`config.mk`:
```
export PLATFORM = sky130hd
export DESIGN_NAME = mult_share_arbiter_flat
export DESIGN_NICKNAME = d
export VERILOG_FILES = /design/src/rtl/mult_share_arbiter_if.sv /design/src/rtl/mult_share_arbiter.sv /design/src/flat_wrapper.sv
export SDC_FILE = /design/constraint.sdc
export NUM_CORES = 1
export LEC_CHECK = 0
export ABC_AREA = 0
export BUFFER_PORTS_ARGS = -buffer_cell sky130_fd_sc_hd__buf_2
export CAP_MARGIN = 30
export CORE_MARGIN = 2
export CORE_UTILIZATION = 49
export CTS_CLUSTER_SIZE = 10
export DETAILED_ROUTE_END_ITERATION = 7
export GPL_TIMING_DRIVEN = 0
export PLACE_DENSITY = 0.84
export SETUP_SLACK_MARGIN = 0.5
export SKIP_CTS_REPAIR_TIMING = 1
export SYNTH_ARGS = -nofsm -noshare
export SYNTH_HDL_FRONTEND = slang
export SYNTH_SLANG_ARGS = --single-unit
export TNS_END_PERCENT = 30
```
`constraint.sdc`:
```
create_clock -name clk -period 3.1 [get_ports clk]
set_input_delay 0 -clock clk [delete_from_list [all_inputs] [get_ports clk]]
set_output_delay 0 -clock clk [all_outputs]
set_load 0.01 [all_outputs]
```
`src/rtl/mult_share_arbiter_if.sv`:
```
// rtl/mult_share_arbiter_if.sv - requester, multiplier and result signals of the shared multiplier
interface mult_share_arbiter_if #(
  parameter int WIDTH = 8,
  parameter int CNT_W = 16
);
  logic               req0_valid;
  logic [WIDTH-1:0]   req0_a;
  logic [WIDTH-1:0]   req0_b;
  logic               req0_ready;
  logic               req1_valid;
  logic [WIDTH-1:0]   req1_a;
  logic [WIDTH-1:0]   req1_b;
  logic               req1_ready;
  logic [WIDTH-1:0]   mul_a;
  logic [WIDTH-1:0]   mul_b;
  logic [2*WIDTH-1:0] mul_p;
  logic               res_valid;
  logic               res_ready;
  logic [2*WIDTH-1:0] res_p;
  logic               res_id;
  logic [CNT_W-1:0]   ops_cnt;

  modport slave (
    input  req0_valid, req0_a, req0_b, req1_valid, req1_a, req1_b, mul_p, res_ready,
    output req0_ready, req1_ready, mul_a, mul_b, res_valid, res_p, res_id, ops_cnt
  );

  modport master (
    output req0_valid, req0_a, req0_b, req1_valid, req1_a, req1_b, mul_p, res_ready,
    input  req0_ready, req1_ready, mul_a, mul_b, res_valid, res_p, res_id, ops_cnt
  );
endinterface

```
`src/rtl/mult_share_arbiter.sv`:
```
// rtl/mult_share_arbiter.sv - round-robin sharing of one combinational multiplier between two requesters
module mult_share_arbiter #(
  parameter int WIDTH = 8,
  parameter int CNT_W = 16
) (
  input  logic               clk,
  input  logic               rst_n,
  mult_share_arbiter_if.slave bus
);

  typedef enum logic [1:0] {
    ST_IDLE,
    ST_MUL,
    ST_OUT
  } state_t;

  state_t             r_state;
  state_t             w_next_state;
  logic [WIDTH-1:0]   r_op_a;
  logic [WIDTH-1:0]   r_op_b;
  logic               r_op_id;
  logic               r_last_id;
  logic [2*WIDTH-1:0] r_res_p;
  logic               r_res_id;
  logic [CNT_W-1:0]   r_ops_cnt;
  logic               w_grant;
  logic               w_slot_open;
  logic               w_ready0;
  logic               w_ready1;
  logic               w_accept;
  logic               w_res_fire;
  logic               w_res_valid;

  // A tie goes to whichever requester was not served last.
  always_comb begin
    w_grant = 1'b0;
    if (bus.req0_valid && bus.req1_valid) begin
      w_grant = ~r_last_id;
    end else if (bus.req1_valid) begin
      w_grant = 1'b1;
    end
  end

  assign w_slot_open = (r_state == ST_IDLE) || ((r_state == ST_OUT) && bus.res_ready);
  assign w_ready0    = rst_n && w_slot_open && bus.req0_valid && !w_grant;
  assign w_ready1    = rst_n && w_slot_open && bus.req1_valid && w_grant;
  assign w_accept    = w_ready0 || w_ready1;
  assign w_res_fire  = (r_state == ST_OUT) && bus.res_ready;

  always_ff @(posedge clk) begin
    if (!rst_n) begin
      r_state <= ST_IDLE;
    end else begin
      r_state <= w_next_state;
    end
  end

  always_comb begin
    w_next_state = r_state;
    w_res_valid  = 1'b0;
    case (r_state)
      ST_IDLE: begin
        if (w_accept) begin
          w_next_state = ST_MUL;
        end
      end
      ST_MUL: begin
        w_next_state = ST_OUT;
      end
      ST_OUT: begin
        w_res_valid = 1'b1;
        if (bus.res_ready) begin
          w_next_state = w_accept ? ST_MUL : ST_IDLE;
        end
      end
      default: begin
        w_next_state = ST_IDLE;
      end
    endcase
  end

  always_ff @(posedge clk) begin
    if (!rst_n) begin
      r_op_a    <= '0;
      r_op_b    <= '0;
      r_op_id   <= 1'b0;
      r_last_id <= 1'b1;
      r_res_p   <= '0;
      r_res_id  <= 1'b0;
      r_ops_cnt <= '0;
    end else begin
      if (w_accept) begin
        r_op_a    <= w_grant ? bus.req1_a : bus.req0_a;
        r_op_b    <= w_grant ? bus.req1_b : bus.req0_b;
        r_op_id   <= w_grant;
        r_last_id <= w_grant;
      end
      if (r_state == ST_MUL) begin
        r_res_p  <= bus.mul_p;
        r_res_id <= r_op_id;
      end
      if (w_res_fire) begin
        r_ops_cnt <= r_ops_cnt + CNT_W'(1);
      end
    end
  end

  assign bus.req0_ready = w_ready0;
  assign bus.req1_ready = w_ready1;
  assign bus.mul_a      = r_op_a;
  assign bus.mul_b      = r_op_b;
  assign bus.res_valid  = w_res_valid;
  assign bus.res_p      = r_res_p;
  assign bus.res_id     = r_res_id;
  assign bus.ops_cnt    = r_ops_cnt;

endmodule

```
`src/flat_wrapper.sv`:
```
// flat-port wrapper written by rule: the top's interface ports become plain ports
module mult_share_arbiter_flat 
#(
  parameter int WIDTH = 8,
  parameter int CNT_W = 16
)
  (clk, rst_n, bus_req0_valid, bus_req0_a, bus_req0_b, bus_req1_valid, bus_req1_a, bus_req1_b, bus_mul_p, bus_res_ready, bus_req0_ready, bus_req1_ready, bus_mul_a, bus_mul_b, bus_res_valid, bus_res_p, bus_res_id, bus_ops_cnt);
  mult_share_arbiter_if #(.WIDTH(WIDTH), .CNT_W(CNT_W)) bus_i ();
  input  logic clk;
  input  logic rst_n;
  input wire logic [$bits(bus_i.req0_valid)-1:0] bus_req0_valid;
  input wire logic [$bits(bus_i.req0_a)-1:0] bus_req0_a;
  input wire logic [$bits(bus_i.req0_b)-1:0] bus_req0_b;
  input wire logic [$bits(bus_i.req1_valid)-1:0] bus_req1_valid;
  input wire logic [$bits(bus_i.req1_a)-1:0] bus_req1_a;
  input wire logic [$bits(bus_i.req1_b)-1:0] bus_req1_b;
  input wire logic [$bits(bus_i.mul_p)-1:0] bus_mul_p;
  input wire logic [$bits(bus_i.res_ready)-1:0] bus_res_ready;
  output wire logic [$bits(bus_i.req0_ready)-1:0] bus_req0_ready;
  output wire logic [$bits(bus_i.req1_ready)-1:0] bus_req1_ready;
  output wire logic [$bits(bus_i.mul_a)-1:0] bus_mul_a;
  output wire logic [$bits(bus_i.mul_b)-1:0] bus_mul_b;
  output wire logic [$bits(bus_i.res_valid)-1:0] bus_res_valid;
  output wire logic [$bits(bus_i.res_p)-1:0] bus_res_p;
  output wire logic [$bits(bus_i.res_id)-1:0] bus_res_id;
  output wire logic [$bits(bus_i.ops_cnt)-1:0] bus_ops_cnt;
  assign bus_i.req0_valid = bus_req0_valid;
  assign bus_i.req0_a = bus_req0_a;
  assign bus_i.req0_b = bus_req0_b;
  assign bus_i.req1_valid = bus_req1_valid;
  assign bus_i.req1_a = bus_req1_a;
  assign bus_i.req1_b = bus_req1_b;
  assign bus_i.mul_p = bus_mul_p;
  assign bus_i.res_ready = bus_res_ready;
  assign bus_req0_ready = bus_i.req0_ready;
  assign bus_req1_ready = bus_i.req1_ready;
  assign bus_mul_a = bus_i.mul_a;
  assign bus_mul_b = bus_i.mul_b;
  assign bus_res_valid = bus_i.res_valid;
  assign bus_res_p = bus_i.res_p;
  assign bus_res_id = bus_i.res_id;
  assign bus_ops_cnt = bus_i.ops_cnt;
  mult_share_arbiter #(.WIDTH(WIDTH), .CNT_W(CNT_W)) u_core (.clk(clk), .rst_n(rst_n), .bus(bus_i));
endmodule
```
# Word level (Yosys, flattened, before mapping)
# Index checks and enable logic that the tools add are counted.
totals:
  ff_bits: 53
  in_bits: 53
  out_inout_bits: 52
  wordCells: 35
classes:
  n_addsub: 1
  n_eq_ne: 4
  mux: 9
  n_bitwise: 1
  n_reduce_logical: 12
op_table:
  columns: ["operator", "n"]
  rows:
  - ["adder 16 x 1 -> 16 bit (second input constant)", 1]
  - ["two-way mux 8 bit", 2]
  - ["logical AND 1 bit", 7]
  - ["case mux 2 bit (3 select lines)", 1]
  - ["two-way mux 1 bit", 4]
  - ["two-way mux 2 bit", 2]
  - ["== test 2 x 1 -> 1 bit (second input constant)", 1]
  - ["== test 2 bit (second input constant)", 1]
  - ["logical NOT 2 bit", 1]
  - ["logical OR 1 bit", 2]
  - ["!= test 2 x 1 -> 1 bit (second input constant)", 1]
  - ["!= test 2 bit (second input constant)", 1]
  - ["AND reduction 2 bit", 1]
  - ["logical NOT 1 bit", 1]
  - ["NOT 1 bit", 1]

# Longest topological paths before layout
logic_depth:
  word_depth: 10
  ltp_mapped: 6
  mapped_depth_nobuf: 5

# Least setup slack after synthesis
# No wires, ideal clock.
synth_timing:
  kind: "register -> register"
  from: "register u_core.r_ops_cnt[2] (netlist: u_core.bus.ops_cnt[2])"
  to: "register u_core.r_ops_cnt[15] (netlist: u_core.bus.ops_cnt[15])"
  setup_ns: 0.070
  arrival_ns: 1.506
  required_ns: 3.030
  path_slack_ns: 1.524
  stages_incl_launch_ff: 6
  n_path_buf: 1
  synth_period_minus_slack_ns: 1.576
  path_cell_list: "dfxtp_1 > buf_4 > nand3_1 > or2_4 > or4_1 > a21oi_1"
synth_via:
  elab_chain_cells: 1
synth_lines:
  columns: ["item", "line", "rtl"]
  rows:
  - ["start, declared", "mult_share_arbiter.sv:25", "logic [CNT_W-1:0] r_ops_cnt;"]
  - ["start signal, assigned", "mult_share_arbiter.sv:103", "r_ops_cnt <= r_ops_cnt + CNT_W'(1);"]
  - ["adder 16 x 1 -> 16 bit", "mult_share_arbiter.sv:103", null]
# No other way between the ends.
# A chain may end at the register's enable or synchronous reset.

# Final worst setup path
layout_timing:
  from: "register u_core.r_state[0]"
  to: "register u_core.r_op_b[4] (netlist: u_core.bus.mul_b[4])"
layout_via:
  elab_chain_cells: 7
  elab_cells_between_ends: 10
  classes_between: "1 x eq/ne; 9 x reduce/logical"
layout_lines:
  columns: ["item", "line", "rtl"]
  rows:
  - ["start, declared", "mult_share_arbiter.sv:17", "state_t r_state;"]
  - ["start signal, assigned", "mult_share_arbiter.sv:54", "r_state <= w_next_state;"]
  - ["== test 2 bit", "mult_share_arbiter.sv:44", "assign w_slot_open = (r_state == ST_IDLE) || ((r_state == ST_OUT) && bus.res_ready);"]
  - ["logical AND 1 bit", "mult_share_arbiter.sv:44", null]
  - ["logical OR 1 bit (*)", "mult_share_arbiter.sv:44", null]
  - ["logical AND 1 bit (*)", "mult_share_arbiter.sv:45, mult_share_arbiter.sv:46", null]
  - ["logical AND 1 bit (on tied branches) (2 in a row)", "mult_share_arbiter.sv:45, mult_share_arbiter.sv:46", null]
  - ["logical OR 1 bit (*)", "mult_share_arbiter.sv:47", "assign w_accept = w_ready0 || w_ready1;"]
  - ["end signal, assigned", "mult_share_arbiter.sv:94", "r_op_b <= w_grant ? bus.req1_b : bus.req0_b;"]
  - ["end, declared", "mult_share_arbiter.sv:20", "logic [WIDTH-1:0] r_op_b;"]
# Every way passes the cells marked *; elsewhere a longest branch is shown, timed or not.

==> flow_metrics.py <==
metrics = {
    "synth": {
        "synth_top_area_frac": 0.4805,
        "yosysSeqAreaShare": 0.4805,
        "synth_edf_count": 0,
        "synth.avg_cell_area_sq_um": 8.905,
        "synth.largest_area_cell": "dfxtp_1",
        "synth_area_leaders": "dfxtp_1, mux2i_1, nand2_1",
        "synth_flop_cell": "dfxtp_1",
        "synth-seq-cells": 53,
        "synth_most_common_cell": "dfxtp_1",
        "synth_commonest_cells": "dfxtp_1, nand2_1, nor2_1, a21oi_1, mux2i_1",
        "syn_inst": 248,
        "ys_types": 39,
        "ys_async_sr_fraction": 0,
        "synth.yosys.warnings": 0,
        "synthesis.area_sq_um": 2208,
        "syn_nets": 302,
    },
    "grt": {
        "antenna_found_initial": 0,
        "first_global_vias": 2015,
        "use_met1": 0.2382,
        "use_met3": 0.06980,
        "track_usage": 0.2094,
        "grt_pass1_wl_um": 8500,
        "grt_max_degree": 15,
        "grt_use_met2": 0.3718,
        "gr-total-overflow": 0,
        "grt.busiest_layer": "met2",
    },
    "cells_and_area": {
        "areaGrowthSynthToFinish_pct": 38.13,
        "final_layout_size_suffix_gt1_frac": 0.3218,
        "diodes": 0,
        "nFillCells": 356,
        "layout.nets": 430,
    },
    "cts": {
        "cts_tree": "yes",
        "clock_latency_ns": 0.29,
        "clk_pin_slew_ns": 0.08,
        "clock_path_buffers": 2,
        "clock_sinks": 53,
        "htree_levels": 2,
        "cts_buffers": 5,
        "ctsRootBufferMaster": "clkbuf_8",
    },
    "timing": {
        "worst_pin_slew_ns": 0.4980,
        "clock_skew_ns": 0.002435,
        "setup_viol": 0,
        "rsz0062_at_grt": "false",
        "report.final.slew_viol_count": 0,
        "postLayoutSetupSlackWorst_ns": 1.397,
        "slew_headroom": 0.6680,
        "holdWs_ns": -0.01218,
        "max_freq_ghz": 0.5871,
        "setup_tns_ns": 0,
        "finalCriticalPeriod_ns": 1.703,
        "hold_viol_final": 1,
        "period_share": 0.5495,
    },
    "hold_path": {
        "hp-class": "primary input to flop",
    },
    "pwr": {
        "power_frac_comb": 0.169,
        "p_leak_uw": 0.001425,
        "p_per_area_nw_per_um2": 441.0,
        "p_int_uw": 1003,
        "switching_share": 0.2542,
        "pwr-share-clk": 0.282,
        "power.switching_uw": 342.0,
        "peakVddDrop_mv": 0.3601,
        "seqPwrFrac": 0.549,
    },
    "die": {
        "rows": 24,
        "dieArea_sq_um": 5060,
        "chipHeight_um": 71.14,
        "initial_core_util": 0.5072,
        "placeableCoreArea_sq_um": 4354,
        "ios": 105,
        "die_width_um": 71.14,
    },
    "status": {
        "violations": "negative hold slack",
        "status": "finished, violations left",
    },
    "route": {
        "drcViolationCount": 0,
        "num_vias": 2180,
        "first_pass_iters": 4,
        "post_drt_wl_per_cell_um": 12.97,
        "detail-route-antenna-nets": 0,
        "post_drt_via_cell_ratio": 5.093,
        "drt_iter0_drc": 75,
        "routed_wl_um": 5553,
    },
    "setup_path": {
        "crit_required_ns": 3.31,
        "crit_fanout": 10,
        "cp.arrival_ns": 1.91,
        "end_kind": "flop",
        "startpoint_type": "flop",
        "worst-setup-path-type": "flop to flop",
    },
    "placed_design": {
        "place_ws_ns": 1.446,
        "globalplace.congestion": 0.8576,
        "place_hpwl_um": 4003,
        "port_buffers": 104,
    },
    "flow_run": {
        "drv_cap": 0,
    },
}
cells by family after synthesis:
family,Yosys count,share of synthesized area
and+or+nand+nor,104,0.2334
DFF,53,0.4805
AOI/OAI and AO/OA,45,0.1258
buffers and inverters,17,0.03399
muxes,17,0.07705
xor gates and xnor gates,11,0.04362
adders and majority gates,1,0.005665
power groups by stage:
stage / registers, uW / clock network, uW / logic [uW]
floorplan: 768 / 0 / 102
global placement: 753 / 0 / 204
detailed placement: 754 / 0 / 211
CTS: 739 / 387 / 211
global route: 744 / 417 / 252
finish: 739 / 379 / 227
sequential cells by signal, indices dropped and copies added, names as in the netlist:
signal              count
u_core.r_state          2
u_core.bus.res_p       16
u_core.bus.ops_cnt     16
u_core.bus.mul_a        8
u_core.bus.res_id       1
u_core.bus.mul_b        8
u_core.r_op_id          1
u_core.r_last_id        1
routing by layer:
layer / part of all wire / vias to the layer above
met5: 0 / -
met1: 0.40 / 971
met3: 0.085 / 8
met4: 0.017 / 0
li1: - / 1107
met2: 0.50 / 94
metrics by stage:
| step | std cells | util | power [uW] | instance area, sq um |
|---|---|---|---|---|
| 5_1_grt | 428 | 0.7006 | 1413 | 3050 |
| 3_3_place_gp | 404 | 0.6417 | 957.5 | 2794 |
| 3_5_place_dp | 404 | 0.6417 | 964.8 | 2794 |
| 4_1_cts | 411 | 0.6615 | 1336 | 2880 |
| 2_1_floorplan | 248 | - | 870.7 | 2208 |
| 6_report | 428 | 0.7006 | 1345 | 3050 |
placed cells by master, fill, tap and decap left out, types with 2 or more instances in the layout:
cell type / count
buf_2: 107
dfxtp_1: 53
nand2_1: 39
nor2_1: 31
a21oi_1: 22
mux2i_1: 17
dlygate4sd3_1: 17
a211oi_1: 16
clkbuf_1: 10
nand3_1: 7
xor2_1: 6
clkbuf_8: 6
xnor2_1: 5
nand4_1: 4
o21ai_0: 3
nor2b_1: 2
buf_4: 2
and3_1: 2
buf_1: 2
or3_1: 2
nor4_1: 2
nor3_1: 2
critical path, cell delays in order (launching register included):
cell	delay, ns
dfxtp_1	0.38
nor2b_1	0.25
o211a_1	0.28
clkbuf_1	0.38
nor2_1	0.09
a211oi_1	0.23
cell type report:
cell class                 instances  area [sq um]  share of cell area
buffer                            16         71.32             0.02338
tap                               52         65.06             0.02133
multi-input combinational        178          1072              0.3515
timing repair buffer             121         690.7              0.2264
inverter                           1         3.754            0.001231
clock buffer                       7         86.33             0.02830
sequential                        53          1061              0.3478
final timing paths:
path / start / end / slack, ns / cells after the start
setup / recovery: u_core.r_state[0]$_SDFFE_PN0P_ / u_core.bus.mul_b[4]$_SDFFE_PN0N_ / 1.40 / 5
hold / removal: bus_req1_valid / u_core.r_last_id$_SDFFE_PN1N_ / -0.01 / 3
setup reg to reg: u_core.r_state[0]$_SDFFE_PN0P_ / u_core.bus.mul_b[4]$_SDFFE_PN0N_ / 1.40 / 5
hold reg to reg: u_core.bus.res_p[7]$_SDFFE_PN0N_ / u_core.bus.res_p[7]$_SDFFE_PN0N_ / 0.46 / 2
Power figures use the tool's default switching activity.
